`src/rtl/dmg_timer_pkg.sv`:
```
// Shared constants and enums for the DMG programmable timer (TIMA/TMA/TAC).
package dmg_timer_pkg;
  localparam logic [1:0] A_TIMA = 2'd1;
  localparam logic [1:0] A_TMA  = 2'd2;
  localparam logic [1:0] A_TAC  = 2'd3;

  typedef enum logic [1:0] {
    TAP_4K   = 2'b00,
    TAP_262K = 2'b01,
    TAP_65K  = 2'b10,
    TAP_16K  = 2'b11
  } tap_sel_e;

  typedef enum logic [1:0] {RUN, OVF, RELOAD} state_e;
endpackage

```
`src/rtl/dmg_timer_if.sv`:
```
// CPU register bus slice for FF04-FF07; the timer is the slave.
interface dmg_timer_if;
  logic       sel;
  logic [1:0] addr;
  logic       cpu_wr;
  logic       cpu_rd;
  logic [7:0] d_in;
  logic [7:0] d_out;
  logic       d_oe;

  modport master (output sel, addr, cpu_wr, cpu_rd, d_in, input d_out, d_oe);
  modport slave  (input sel, addr, cpu_wr, cpu_rd, d_in, output d_out, d_oe);
endinterface

```
`src/rtl/dmg_timer_tap.sv`:
```
// Divider tap mux, enable gate and falling-edge detector producing the TIMA inc pulse.
module dmg_timer_tap
  import dmg_timer_pkg::*;
(
  input  logic       clk,
  input  logic       nreset,
  input  logic [9:0] div,
  input  logic [2:0] tac,
  input  logic       mask,
  output logic       inc
);
  logic tap, tin, tin_q;

  always_comb begin
    tap = div[9];
    case (tap_sel_e'(tac[1:0]))
      TAP_4K:   tap = div[9];
      TAP_262K: tap = div[3];
      TAP_65K:  tap = div[5];
      TAP_16K:  tap = div[7];
      default:  tap = div[9];
    endcase
  end

  assign tin = tap & tac[2];

  always_ff @(posedge clk or negedge nreset)
    if (!nreset) tin_q <= 1'b0;
    else         tin_q <= tin;

  // mask suppresses the edge caused purely by a TAC rewrite
  assign inc = tin_q & ~tin & ~mask;
endmodule

```
`src/rtl/dmg_timer.sv`:
```
// DMG timer: TIMA/TMA/TAC with delayed overflow reload and IRQ.
// Optional TIMER_GLITCH_EN: TAC writes that drop the timer input increment TIMA.
module dmg_timer
  import dmg_timer_pkg::*;
#(
  parameter int OVF_DELAY = 4
) (
  input  logic         clk,
  input  logic         nreset,
  input  logic [9:0]   div,
  dmg_timer_if.slave   bus,
  output logic         irq,
  input  logic         irq_ack
);
  localparam logic [1:0] OVF_LAST = 2'(OVF_DELAY - 2);

  logic [7:0] tima, tma;
  logic [2:0] tac;
  logic [1:0] cnt;
  state_e     state;
  logic       wr, rd, wr_tima, wr_tma, wr_tac, inc, mask;

  assign wr      = bus.sel & bus.cpu_wr & (bus.addr != 2'd0);
  assign rd      = bus.sel & bus.cpu_rd & (bus.addr != 2'd0);
  assign wr_tima = wr & (bus.addr == A_TIMA);
  assign wr_tma  = wr & (bus.addr == A_TMA);
  assign wr_tac  = wr & (bus.addr == A_TAC);

`ifdef TIMER_GLITCH_EN
  assign mask = 1'b0;
`else
  logic tac_wr_q;
  always_ff @(posedge clk or negedge nreset)
    if (!nreset) tac_wr_q <= 1'b0;
    else         tac_wr_q <= wr_tac;
  assign mask = tac_wr_q;
`endif

  dmg_timer_tap u_tap (
    .clk(clk), .nreset(nreset), .div(div), .tac(tac), .mask(mask), .inc(inc)
  );

  always_ff @(posedge clk or negedge nreset) begin
    if (!nreset) begin
      tima  <= 8'h00;
      cnt   <= 2'd0;
      state <= RUN;
    end else begin
      case (state)
        RUN:
          if (wr_tima) tima <= bus.d_in;
          else if (inc) begin
            tima <= tima + 8'd1;
            if (tima == 8'hFF) begin
              state <= OVF;
              cnt   <= 2'd0;
            end
          end
        OVF:
          if (wr_tima) begin
            tima  <= bus.d_in;
            state <= RUN;
          end else begin
            if (inc) tima <= tima + 8'd1;
            cnt <= cnt + 2'd1;
            if (cnt == OVF_LAST) state <= RELOAD;
          end
        RELOAD: begin
          // a TMA write landing in this cycle is what reaches TIMA
          tima  <= wr_tma ? bus.d_in : tma;
          state <= RUN;
        end
        default: state <= RUN;
      endcase
    end
  end

  always_ff @(posedge clk or negedge nreset) begin
    if (!nreset) begin
      tma <= 8'h00;
      tac <= 3'b000;
      irq <= 1'b0;
    end else begin
      if (wr_tma) tma <= bus.d_in;
      if (wr_tac) tac <= bus.d_in[2:0];
      if (state == RELOAD) irq <= 1'b1;
      else if (irq_ack)    irq <= 1'b0;
    end
  end

  always_comb begin
    bus.d_out = 8'h00;
    if (rd)
      case (bus.addr)
        A_TIMA:  bus.d_out = tima;
        A_TMA:   bus.d_out = tma;
        A_TAC:   bus.d_out = {5'b11111, tac};
        default: bus.d_out = 8'h00;
      endcase
  end

  assign bus.d_oe = rd;
endmodule

```
`src/flat_wrapper.sv`:
```
// flat-port wrapper written by rule: the top's interface ports become plain ports
module dmg_timer_flat import dmg_timer_pkg::*;
#(
  parameter int OVF_DELAY = 4
)
  (clk, nreset, div, irq, irq_ack, bus_sel, bus_addr, bus_cpu_wr, bus_cpu_rd, bus_d_in, bus_d_out, bus_d_oe);
  dmg_timer_if bus_i ();
  input  logic clk;
  input  logic nreset;
  input  logic [9:0] div;
  output logic irq;
  input  logic irq_ack;
  input wire logic [$bits(bus_i.sel)-1:0] bus_sel;
  input wire logic [$bits(bus_i.addr)-1:0] bus_addr;
  input wire logic [$bits(bus_i.cpu_wr)-1:0] bus_cpu_wr;
  input wire logic [$bits(bus_i.cpu_rd)-1:0] bus_cpu_rd;
  input wire logic [$bits(bus_i.d_in)-1:0] bus_d_in;
  output wire logic [$bits(bus_i.d_out)-1:0] bus_d_out;
  output wire logic [$bits(bus_i.d_oe)-1:0] bus_d_oe;
  assign bus_i.sel = bus_sel;
  assign bus_i.addr = bus_addr;
  assign bus_i.cpu_wr = bus_cpu_wr;
  assign bus_i.cpu_rd = bus_cpu_rd;
  assign bus_i.d_in = bus_d_in;
  assign bus_d_out = bus_i.d_out;
  assign bus_d_oe = bus_i.d_oe;
  dmg_timer #(.OVF_DELAY(OVF_DELAY)) u_core (.clk(clk), .nreset(nreset), .div(div), .bus(bus_i), .irq(irq), .irq_ack(irq_ack));
endmodule
```
`config.mk`:
```
export PLATFORM = sky130hd
export DESIGN_NAME = dmg_timer_flat
export DESIGN_NICKNAME = d
export VERILOG_FILES = /design/src/rtl/dmg_timer_pkg.sv /design/src/rtl/dmg_timer_if.sv /design/src/rtl/dmg_timer_tap.sv /design/src/rtl/dmg_timer.sv /design/src/flat_wrapper.sv
export SDC_FILE = /design/constraint.sdc
export NUM_CORES = 1
export LEC_CHECK = 0
export CAP_MARGIN = 15
export CORE_ASPECT_RATIO = 1.5
export CORE_MARGIN = 10
export CORE_UTILIZATION = 52
export CTS_CLUSTER_SIZE = 10
export DETAILED_ROUTE_END_ITERATION = 7
export PLACE_DENSITY = 0.85
export SLEW_MARGIN = 20
export SYNTH_ARGS = -nofsm -noshare
export SYNTH_HDL_FRONTEND = slang
export SYNTH_SLANG_ARGS = --single-unit
export TNS_END_PERCENT = 20
```
`constraint.sdc`:
```
create_clock -name clk -period 4.4 [get_ports clk]
set_input_delay 1.32 -clock clk [delete_from_list [all_inputs] [get_ports clk]]
set_output_delay 1.32 -clock clk [all_outputs]
set_load 0.01 [all_outputs]
```
## After elaboration in Yosys (flattened, before gate mapping)

Index checks and enable logic that the tools add are counted.

- Register bits after elaboration: 26
- Word-level logic and storage cells: 68

- Reductions and logical operators: 10
- Mux-type cells: 20
- Eq/ne operators: 16
- Bitwise gates (word level): 12
- $add $sub $neg: 2

Operators with widths:

| cell | count |
|---|---|
| $mux 8 | 4 |
| $pmux 8 s3 | 1 |
| $mux 2 | 9 |
| $pmux 8 s2 | 1 |
| $eq 2x2->1 const B | 6 |
| $and 1x1->1 | 10 |
| $add 8x1->8 const B | 1 |
| $eq 8x8->1 const B | 1 |
| $pmux 2 s2 | 2 |
| $reduce_bool 2->1 | 4 |
| $eq 2x1->1 const B | 3 |
| $ne 3x1->1 const B | 2 |
| $reduce_and 5->1 | 1 |
| $logic_not 2->1 | 2 |
| $ne 2x1->1 const B | 2 |
| $ne 2x2->1 const B | 2 |
| $pmux 1 s4 | 1 |
| $reduce_and 4->1 | 1 |
| $add 2x1->2 const B | 1 |
| $mux 1 | 2 |
| $not 1->1 | 2 |
| $reduce_and 2->1 | 1 |
| $reduce_or 2->1 | 1 |

## Longest topological paths before layout

- Word-level depth: 9
- Depth in mapped cells: 6
- Depth with buffers taken out: 5

## Cells and area by module

From an unflattened synthesis, not the netlist that was laid out.

- Cells, all modules: 154
- Area, all modules: 1507.7 µm²

By module, submodules not included:

| module | times used | cells each | area each (µm²) | seq. area each (µm²) |
|---|---|---|---|---|
| dmg_timer | 1 | 149 | 1442.6 | 625.6 |
| dmg_timer_tap | 1 | 5 | 65.1 | 25.0 |

## Worst setup path before layout

OpenSTA, ideal clock, no wires.

- Path type: input-to-output
- Start point: input bus_addr[0]
- End point: output bus_d_out[0]
- Data required time: 3.080 ns
- Setup slack: 0.928 ns
- Arrival: 2.152 ns
- Stages on the path: 4
- Cells stage by stage: buf_1 > mux2_2 > a22oi_1 > nor2_1

- Cells in the longest elaborated chain, start to end: 3

Ends and longest elaborated chain:

| element | RTL line | text |
|---|---|---|
| from (decl) | flat_wrapper.sv:14 | `input wire logic [$bits(bus_i.addr)-1:0] bus_addr;` |
| $eq 2x2->1 (tied with other cells) | dmg_timer.sv:94 | `case (bus.addr)` |
| $pmux 8 s3 / $and 1x1->1 (equally long branches) | dmg_timer.sv:94, dmg_timer.sv:24 |  |
| $mux 8 * | dmg_timer.sv:93 | `if (rd)` |
| to (decl) | flat_wrapper.sv:18 | `output wire logic [$bits(bus_i.d_out)-1:0] bus_d_out;` |

Every way passes the cells marked *; elsewhere a longest branch is shown, timed or not.

## Final worst setup path

- Start point: input bus_addr[1]
- End point: output bus_d_out[7]

The elaborated chain is that of the path after synthesis.

==> flow_summary.ini <==
[global_route]
grt-ovfl-total = 0
grt_max_degree = 27
track_usage_pct = 16.0
grt_pass1_wl_um = 7140
grt_pass1_vias = 1494
antenna_found_initial = 0

[yosys]
synthArstFlopShare_pct = 100
ys_seq_elements = 26
synth-edff-count = 0
synth_fa_ha_area_share_pct = 1.71
yosysTopAreaCellShare_pct = 44.3
synth_top_family_by_area = simple AND/OR/NAND/NOR gates
synth_compound_area_share_pct = 18.1
syn_area_sq_um = 1470
seq_area_frac_synth_pct = 44.3
syn_inst = 155
yosys.area.top_type = dfrtp_1
yosys.area_share.simple_pct = 20.1
synthXorXnorAreaFrac_pct = 2.39
synthTopCellsByArea = dfrtp_1 44%, mux2_2 6.1%, nand2_1 5.9%
yosys-mux-area-fraction_pct = 10.5
mappedNetlistNets = 183
synth.distinct_cells = 41
ys.warnings.count = 0
synthFlopType = dfrtp_1
postSynthAreaPerCell_sq_um = 9.47

[placement]
post-place-cells = 221
post_dp_cell_area_sq_um = 1820
hpwlAfterDp_um = 3200
place.port_buffers = 29
gp_congestion = 0.892

[min_path]
holdPathEnd = u_core.cnt[0]
min_path_type = flip-flop to flip-flop
hold_path_startpoint = u_core.cnt[0]
holdPathStages = 1

[pwr]
clkPwrFrac_pct = 21.0
p_total_mw = 0.741
p_int_mw = 0.492
combinationalPowerShare_pct = 29.2
power.switching_mw = 0.249
p_leak_nw = 0.788
ir_drop_mv = 0.269
switching_share_pct = 33.6
p_per_area_nw_per_um2 = 395
sequentialPowerShare_pct = 49.8

[detailed_routing]
dr.first_iter.drc_count = 127
wirelength_um = 4180
firstDrtPassIters = 4
wl_per_cell_um = 18.6
antenna_left = 0
vias = 1404
viasPerCell = 6.24
drc = 0

[cells_and_area]
fin_cells = 225
fin_util_pct = 69.4
n_antenna_cell = 0
area_growth_pct = 27.9
regArea_sq_um = 651
final_cell_area_sq_um = 1880
fill_cells = 222
multiInputGateArea_sq_um = 777
fin_nets = 217
drive_above_1_share_pct = 11.7

[cts]
clockBufferDepth = 2
cts_buffers = 3
cts_tree = built
cts_setup_buffers = 0
clock-sinks = 26
htreeDepth = 1
cts_root_buf = clkbuf_8
clk-insertion-delay-late_ns = 0.27
clk_pin_slew_worst_paths_ns = 0.09
ctsHoldBuffers = 0

[timing]
setup_violations = 0
slew_headroom_pct = 61.9
fin_crit_ns = 4.15
clock_skew_ns = 0.00430
period_share_pct = 94.3
worst_pin_slew_ns = 0.572
maxSlewViolCount = 0
hold_viol = 0
fmax_mhz = 241
tns_ns = 0
rsz0062_at_grt = false

[critical_path]
rr_endpoint = u_core.tima[0]
cp-start-kind = input port
cp_max_fo = 9
required_ns = 3.08
r2r_slack_ns = 2.56
crit_arrival_ns = 2.83
r2r-start = u_core.tac[0]
cp-end-kind = output pin
crit_type = input port to output pin
ff2ff_path_depth = 5

[die]
dieArea_sq_um = 5390
row_count = 23
die_h_um = 85.1
io-pin-count = 36
die_w_um = 63.4
start_util_pct = 54.3
coreArea_sq_um = 2710

[run_status]
outcome = finished, final reports clean

[run]
maxCapViolCount = 0
-- through the flow --
stage	setup slack, ns	hold WS [ns]
detailed placement	0.00829	0.492
CTS	0.00828	0.510
global placement	0.0260	0.461
global route	0.156	0.518
finish	0.252	0.511
floorplan	0.928	0.447
-- Yosys cell counts, drive strengths merged, types with 2 or more instances --
cell and n:
o221a 2, a22oi 3, nand4 3, nor2b 4
xnor2 3, o211ai 4, dfrtp 26, o22ai 7
nor2 15, clkbuf 3, a32oi 2, nand4b 2
nand2b 2, and3 2, o311ai 2, mux2 11
inv 6, o221ai 2, buf 2, nand3 6
o21ai 8, nand2 23, ha 2, mux2i 3
-- worst max-delay path: stages --
cell and delay (ns):
clkdlybuf4s50_1 0.52, o211ai_1 0.11, buf_4 0.19, nor2_1 0.13, clkdlybuf4s50_1 0.55
-- cells in the final DEF (no fill, tap or decap), types with 4 or more instances in the layout --
| cell | synthesis | routed |
|---|---|---|
| inv_1 | 6 | 6 |
| nor2_1 | 15 | 15 |
| buf_4 | 0 | 5 |
| mux2_2 | 8 | 8 |
| nand3_1 | 6 | 6 |
| clkdlybuf4s50_1 | 0 | 27 |
| o21ai_0 | 5 | 5 |
| o211ai_1 | 4 | 4 |
| o22ai_1 | 7 | 7 |
| dfrtp_1 | 26 | 26 |
| clkbuf_8 | 0 | 4 |
| nand2_1 | 23 | 23 |
-- cells by family (layout without fill, tap and decap cells) --
kind of cell,count (synthesis),count (layout)
multiplexers,14,14
flip-flops,26,26
XOR/XNOR,4,4
buffers and inverters,11,44
AND/OR/NAND/NOR,62,62
AO/OA/AOI/OAI,36,36
adder cells (fa/ha/maj),2,2
-- worst max path at each step --
| stage | slack, ns | end | start |
|---|---|---|---|
| after global placement | 0.03 | bus_d_out[2] | bus_addr[0] |
| after CTS | 0.008 | bus_d_out[2] | bus_addr[0] |
| final | 0.25 | bus_d_out[7] | bus_addr[1] |
| after global routing | 0.16 | bus_d_out[5] | bus_sel |
| after floorplan | 0.93 | bus_d_out[0] | bus_addr[0] |
| after detailed placement | 0.008 | bus_d_out[2] | bus_addr[0] |
-- power groups by stage --
stage / sequential [mW] / clock [mW] / combinational (mW)
CTS: 0.366 / 0.155 / 0.217
global route: 0.376 / 0.169 / 0.242
floorplan: 0.349 / 0 / 0.145
detailed placement: 0.368 / 0 / 0.214
finish: 0.369 / 0.155 / 0.216
global placement: 0.362 / 0 / 0.200
-- what timing repair did --
action	4_1_cts	5_1_grt
endpoints found under the setup margin	0	3
hold endpoints to repair	0	0
gates resized for setup	0	2
-- metal layers --
| layer | track usage (%) | vias to the layer above | part of all wire, % |
|---|---|---|---|
| met5 | 0 | - | 0 |
| met4 | 9.78 | 0 | 4.5 |
| met3 | 2.50 | 21 | 5.4 |
| met2 | 28.8 | 70 | 54 |
| met1 | 16.8 | 675 | 36 |
| li1 | - | 638 | - |
-- state kept, by name, summed over array words and instances, names as in the netlist --
signal	count
u_core.tima	8
u_core.tma	8
u_core.state	2
u_core.mask	1
u_core.tac	3
u_core.u_tap.tin_q	1
u_core.irq	1
u_core.cnt	2
-- area by class of cell --
cell class,count,area share (%)
Tap cell,37,2.47
Timing Repair Buffer,34,17.3
Multi-Input combinational cell,118,41.4
Inverter,6,1.20
Clock buffer,4,2.93
Sequential cell,26,34.7
No activity file was read; power rests on OpenSTA's default activity.
